<file path="src/rtl/sfir_coef_ctrl.sv">
// rtl/sfir_coef_ctrl.sv - coefficient bank and sample-feed controller for a symmetric systolic FIR chain
// Shadow/active banks, valid tracking and drain-before-commit bank swaps.
module sfir_coef_ctrl #(
   parameter int TAPS       = 8,
   parameter int DATA_WIDTH = 16,
   parameter int COEF_WIDTH = 16,
   parameter int ACC_WIDTH  = 40,
   parameter int LATENCY    = 20
) (
   input  logic                         clk_i,
   input  logic                         rstn_i,
   input  logic [DATA_WIDTH-1:0]        s_data_i,
   input  logic                         s_valid_i,
   output logic                         s_ready_o,
   input  logic                         coef_wr_i,
   input  logic [$clog2(TAPS)-1:0]      coef_addr_i,
   input  logic [COEF_WIDTH-1:0]        coef_data_i,
   input  logic                         swap_req_i,
   output logic                         swap_done_o,
   output logic                         busy_o,
   output logic [DATA_WIDTH-1:0]        chain_data_o,
   output logic [TAPS*COEF_WIDTH-1:0]   chain_coef_o,
   input  logic [ACC_WIDTH-1:0]         chain_acc_i,
   output logic [ACC_WIDTH-1:0]         m_data_o,
   output logic                         m_valid_o
);

   typedef enum logic [1:0] {ST_RUN, ST_DRAIN, ST_COMMIT} state_t;

   state_t                       r_state;
   logic [COEF_WIDTH-1:0]        r_shadow [TAPS];
   logic [TAPS*COEF_WIDTH-1:0]   r_active;
   logic [LATENCY-1:0]           r_vsr;
   logic [DATA_WIDTH-1:0]        r_chain_data;
   logic [ACC_WIDTH-1:0]         r_m_data;
   logic                         r_m_valid;
   logic                         r_swap_done;
   logic                         r_busy;

   logic w_ready;
   logic w_hs;
   logic w_addr_ok;
   logic w_vsr_empty;

   // Ready is forced low while reset is held, independent of the state register.
   assign w_ready     = rstn_i && (r_state == ST_RUN);
   assign w_hs        = s_valid_i && w_ready;
   assign w_addr_ok   = (32'(coef_addr_i) < TAPS);
   assign w_vsr_empty = (r_vsr == '0);

   always_ff @(posedge clk_i or negedge rstn_i) begin
      if (!rstn_i) begin
         r_state      <= ST_RUN;
         r_active     <= '0;
         r_vsr        <= '0;
         r_chain_data <= '0;
         r_m_data     <= '0;
         r_m_valid    <= 1'b0;
         r_swap_done  <= 1'b0;
         r_busy       <= 1'b0;
         for (int k = 0; k < TAPS; k++) begin
            r_shadow[k] <= '0;
         end
      end else begin
         r_chain_data <= w_hs ? s_data_i : '0;
         r_vsr        <= (r_vsr << 1) | LATENCY'(w_hs);
         r_m_data     <= chain_acc_i;
         r_m_valid    <= r_vsr[LATENCY-1];

         if (coef_wr_i && w_addr_ok) begin
            r_shadow[coef_addr_i] <= coef_data_i;
         end

         case (r_state)
            ST_RUN: begin
               // A sample taken in the request cycle is still in flight, so it forces a drain.
               if (swap_req_i) begin
                  r_busy <= 1'b1;
                  if (w_vsr_empty && !w_hs) begin
                     r_state     <= ST_COMMIT;
                     r_swap_done <= 1'b1;
                  end else begin
                     r_state <= ST_DRAIN;
                  end
               end
            end
            ST_DRAIN: begin
               if (w_vsr_empty) begin
                  r_state     <= ST_COMMIT;
                  r_swap_done <= 1'b1;
               end
            end
            ST_COMMIT: begin
               for (int k = 0; k < TAPS; k++) begin
                  r_active[k*COEF_WIDTH +: COEF_WIDTH] <= r_shadow[k];
               end
               r_state     <= ST_RUN;
               r_swap_done <= 1'b0;
               r_busy      <= 1'b0;
            end
            default: begin
               r_state     <= ST_RUN;
               r_swap_done <= 1'b0;
               r_busy      <= 1'b0;
            end
         endcase
      end
   end

   assign s_ready_o    = w_ready;
   assign swap_done_o  = r_swap_done;
   assign busy_o       = r_busy;
   assign chain_data_o = r_chain_data;
   assign chain_coef_o = r_active;
   assign m_data_o     = r_m_data;
   assign m_valid_o    = r_m_valid;

endmodule

</file>
<file path="config.mk">
export PLATFORM = sky130hd
export DESIGN_NAME = sfir_coef_ctrl
export DESIGN_NICKNAME = d
export VERILOG_FILES = /design/src/rtl/sfir_coef_ctrl.sv
export SDC_FILE = /design/constraint.sdc
export NUM_CORES = 1
export LEC_CHECK = 0
export BUFFER_PORTS_ARGS = -buffer_cell sky130_fd_sc_hd__buf_2
export CORE_MARGIN = 1.5
export CORE_UTILIZATION = 54
export CTS_CLUSTER_DIAMETER = 150
export CTS_CLUSTER_SIZE = 25
export DETAILED_ROUTE_END_ITERATION = 8
export MAX_ROUTING_LAYER = met4
export PLACE_DENSITY = 0.8
export SETUP_SLACK_MARGIN = 0.2
export SLEW_MARGIN = 20
export SYNTH_ARGS = -nofsm -noshare
export SYNTH_HDL_FRONTEND = slang
export SYNTH_SLANG_ARGS = --single-unit
</file>
<file path="constraint.sdc">
create_clock -name clk_i -period 1.9 [get_ports clk_i]
set_input_delay 0.19 -clock clk_i [delete_from_list [all_inputs] [get_ports clk_i]]
set_output_delay 0.19 -clock clk_i [all_outputs]
set_load 0.02 [all_outputs]
</file>
==> results_dict.tcl <==
set metrics [dict create \
    maxCapViolCount 0 \
    grt_pass1_wl_microns 38700 \
    worstMarginPinSlew_ns 0.771 \
    postCtsSetupBuffers 0 \
    gp_congestion 0.804 \
    fin_crit_sh_pct 83.9 \
    grt_use_met2_pct 36.9 \
    io-pin-count 268 \
    dpl-instance-area_sq_um 13600 \
    seq_area_frac_synth_pct 70.9 \
    setup_viol_count_final 0 \
    clock_path_buffers 3 \
    final-seq-area_sq_um 8430 \
    die_x_microns 151 \
    grt_max_degree 135 \
    fillerInstances 1508 \
    drc_errors 0 \
    cts_tree "done" \
    ys_top_cells_by_area "dfrtp_1 (71%), mux2_2 (23%), mux2_4 (1.3%), and2_1 (0.84%), buf_2 (0.76%)" \
    wl_per_cell_microns 20.1 \
    start_util_pct 54.8 \
    synthCells 669 \
    critPathKind "flop to output pin" \
    grt_pass1_vias 7019 \
    syn-cell-area_sq_um 11900 \
    layout_commonest_cell "dfrtp_1" \
    root_buffer "clkbuf_16" \
    finish.utilization_pct 67.5 \
    leakage_nw 7.20 \
    syn_nets 749 \
    crit_arrival_ns 1.40 \
    fp.coreArea_sq_um 21700 \
    met3_usage_pct 4.82 \
    busiest_layer "met2" \
    final_cell_mix "dfrtp_1 (336), buf_2 (266), mux2_2 (246)" \
    place.port_buffers 267 \
    peakVddDrop_mv 0.982 \
    clk_pin_slew_ns 0.10 \
    hold_class "input port to flop" \
    pwr_density_cell_nw_per_um2 1410 \
    vias 6754 \
    slew_headroom_pct 48.6 \
    die_y_microns 151 \
    max_freq_ghz 0.628 \
    num_rows 54 \
    setup-tns-final_ns 0 \
    grt_overflow 0 \
    drv_slew 0 \
    stdcell_area_sq_um 14600 \
    syn2layout_area_growth_pct 23.0 \
    clock_latency_ns 0.50 \
    die_area_sq_um 22900 \
    hold_viol_final 0 \
    fin_cells 1282 \
    fin_crit_ns 1.59 \
    num-nets-final 1081 \
    synth_cell_types 27 \
    worst-path-max-fanout 7 \
    use_met1_pct 31.0 \
    wl_microns 25800 \
    vias_per_cell 5.27 \
    first_pass_iters 4 \
    synth_top_area_share_pct 70.9 \
    grt_setup_unrepaired "no" \
    numCtsBuffers 17 \
    status "completed" \
    dp.cells 1204 \
    drt_iter0_markers 272 \
    setup.worst_path.end_class "output pin" \
    yosysTopAreaCell "dfrtp_1" \
    drive_above_1_share_pct 56.7 \
    syn_area_per_cell_sq_um 17.8 \
    start_kind "flop" \
    track_usage_pct 23.1 \
    cp.required_ns 1.71 \
    multi_input_area_sq_um 3280 \
    htree_levels 1 \
    ant_nets 0 \
    ys_ff_latch 337 \
    antenna_found_initial 1 \
    finClkSkew_ns 0.0166 \
    cts.sinks 337 \
    ys_warn_count 0 \
    dpl.hpwl_microns 16400 \
]
-- registers in the layout, summed over array words and instances, names as in the netlist --
name / count
m_data_o: 40
chain_data_o: 16
swap_done_o: 1
m_valid_o: 1
chain_coef_o: 128
r_vsr: 20
r_state: 2
busy_o: 1
r_shadow: 128
-- worst max-delay path, cell delays in order (launching register included) --
cell,delay [ns]
dfrtp_2,0.47
nor3b_1,0.23
buf_2,0.20
-- layout make-up --
type,count,share of cell area (%)
flip-flops and latches,337,57.7
multi-input cells,303,22.5
repair buffers,340,14.4
clock buffers,17,2.91
well taps,280,2.39
clock inverters,1,0.111
inverters,2,0.0513
diodes,2,0.0342
-- through the flow --
stage / power (mW) / hold slack, ns / setup slack, ns
detailed placement: 17.0 / 0.000336 / 0.244
global route: 21.7 / 0.112 / 0.216
floorplan: 14.4 / -0.106 / 0.460
CTS: 20.8 / 0.106 / 0.256
global placement: 16.8 / -0.000473 / 0.306
finish: 20.6 / 0.107 / 0.307
-- synth_stat cells --
| library cell | instances |
|---|---|
| or2_1 | 1 |
| buf_6 | 3 |
| nor3_1 | 1 |
| nor3b_1 | 1 |
| nand4_2 | 1 |
| nand2_1 | 5 |
| and2_1 | 16 |
| nand4_1 | 1 |
| nand2b_4 | 1 |
| mux2_4 | 10 |
| nor2_1 | 3 |
| mux2_2 | 246 |
| dfrtp_1 | 337 |
| o32ai_1 | 1 |
| a21oi_1 | 2 |
| nor4_1 | 5 |
| inv_1 | 2 |
| nand4b_2 | 3 |
| nor3_4 | 1 |
| buf_4 | 4 |
| o31a_1 | 1 |
| buf_2 | 18 |
| buf_12 | 1 |
| nor3_2 | 1 |
| or4_1 | 1 |
| clkbuf_1 | 1 |
| nor3b_4 | 2 |
-- cells by family (layout without fill, tap and decap cells) --
kind of cell | count (synthesis) | count (layout) | share of synthesized area, %
mux | 256 | 256 | 24.6
simple gates | 43 | 43 | 2.77
flops | 337 | 337 | 70.9
other cells | 0 | 2 | 0
buf+inv | 29 | 360 | 1.56
compound gates | 4 | 4 | 0.231
-- worst paths after layout --
kind | from | endpoint | slack, ns | cells past startpoint
setup / recovery | r_state[1] | s_ready_o | 0.31 | 2
hold / removal | coef_data_i[6] | r_shadow[6] | 0.11 | 2
setup reg to reg | r_vsr[14] | swap_done_o | 0.36 | 3
hold reg to reg | r_vsr[17] | r_vsr[18] | 0.37 | 0
max in group asynchronous | rstn_i | r_state[1] | 0.77 | 3
min in group asynchronous | rstn_i | chain_coef_o[31] | 0.14 | 2
-- where the power goes --
group / internal [mW] / switching, mW / total [mW]
sequential: 9.25 / 1.12 / 10.4
clock: 1.63 / 2.12 / 3.75
combinational: 2.98 / 3.55 / 6.53
-- metal layers --
layer / up-vias / share of wire, %
met1: 3498 / 43
met3: 34 / 6.9
li1: 2980 / -
met4: 0 / 1.7
met2: 242 / 48
met5: - / 0
-- repair_timing --
action                                  in CTS  in global routing
hold buffers                                58                  0
endpoints found under the hold margin      309                  0
endpoints found under the setup margin       0                  1
gates resized for setup                      0                  1
Note: power is estimated with default switching activity, not from simulation.
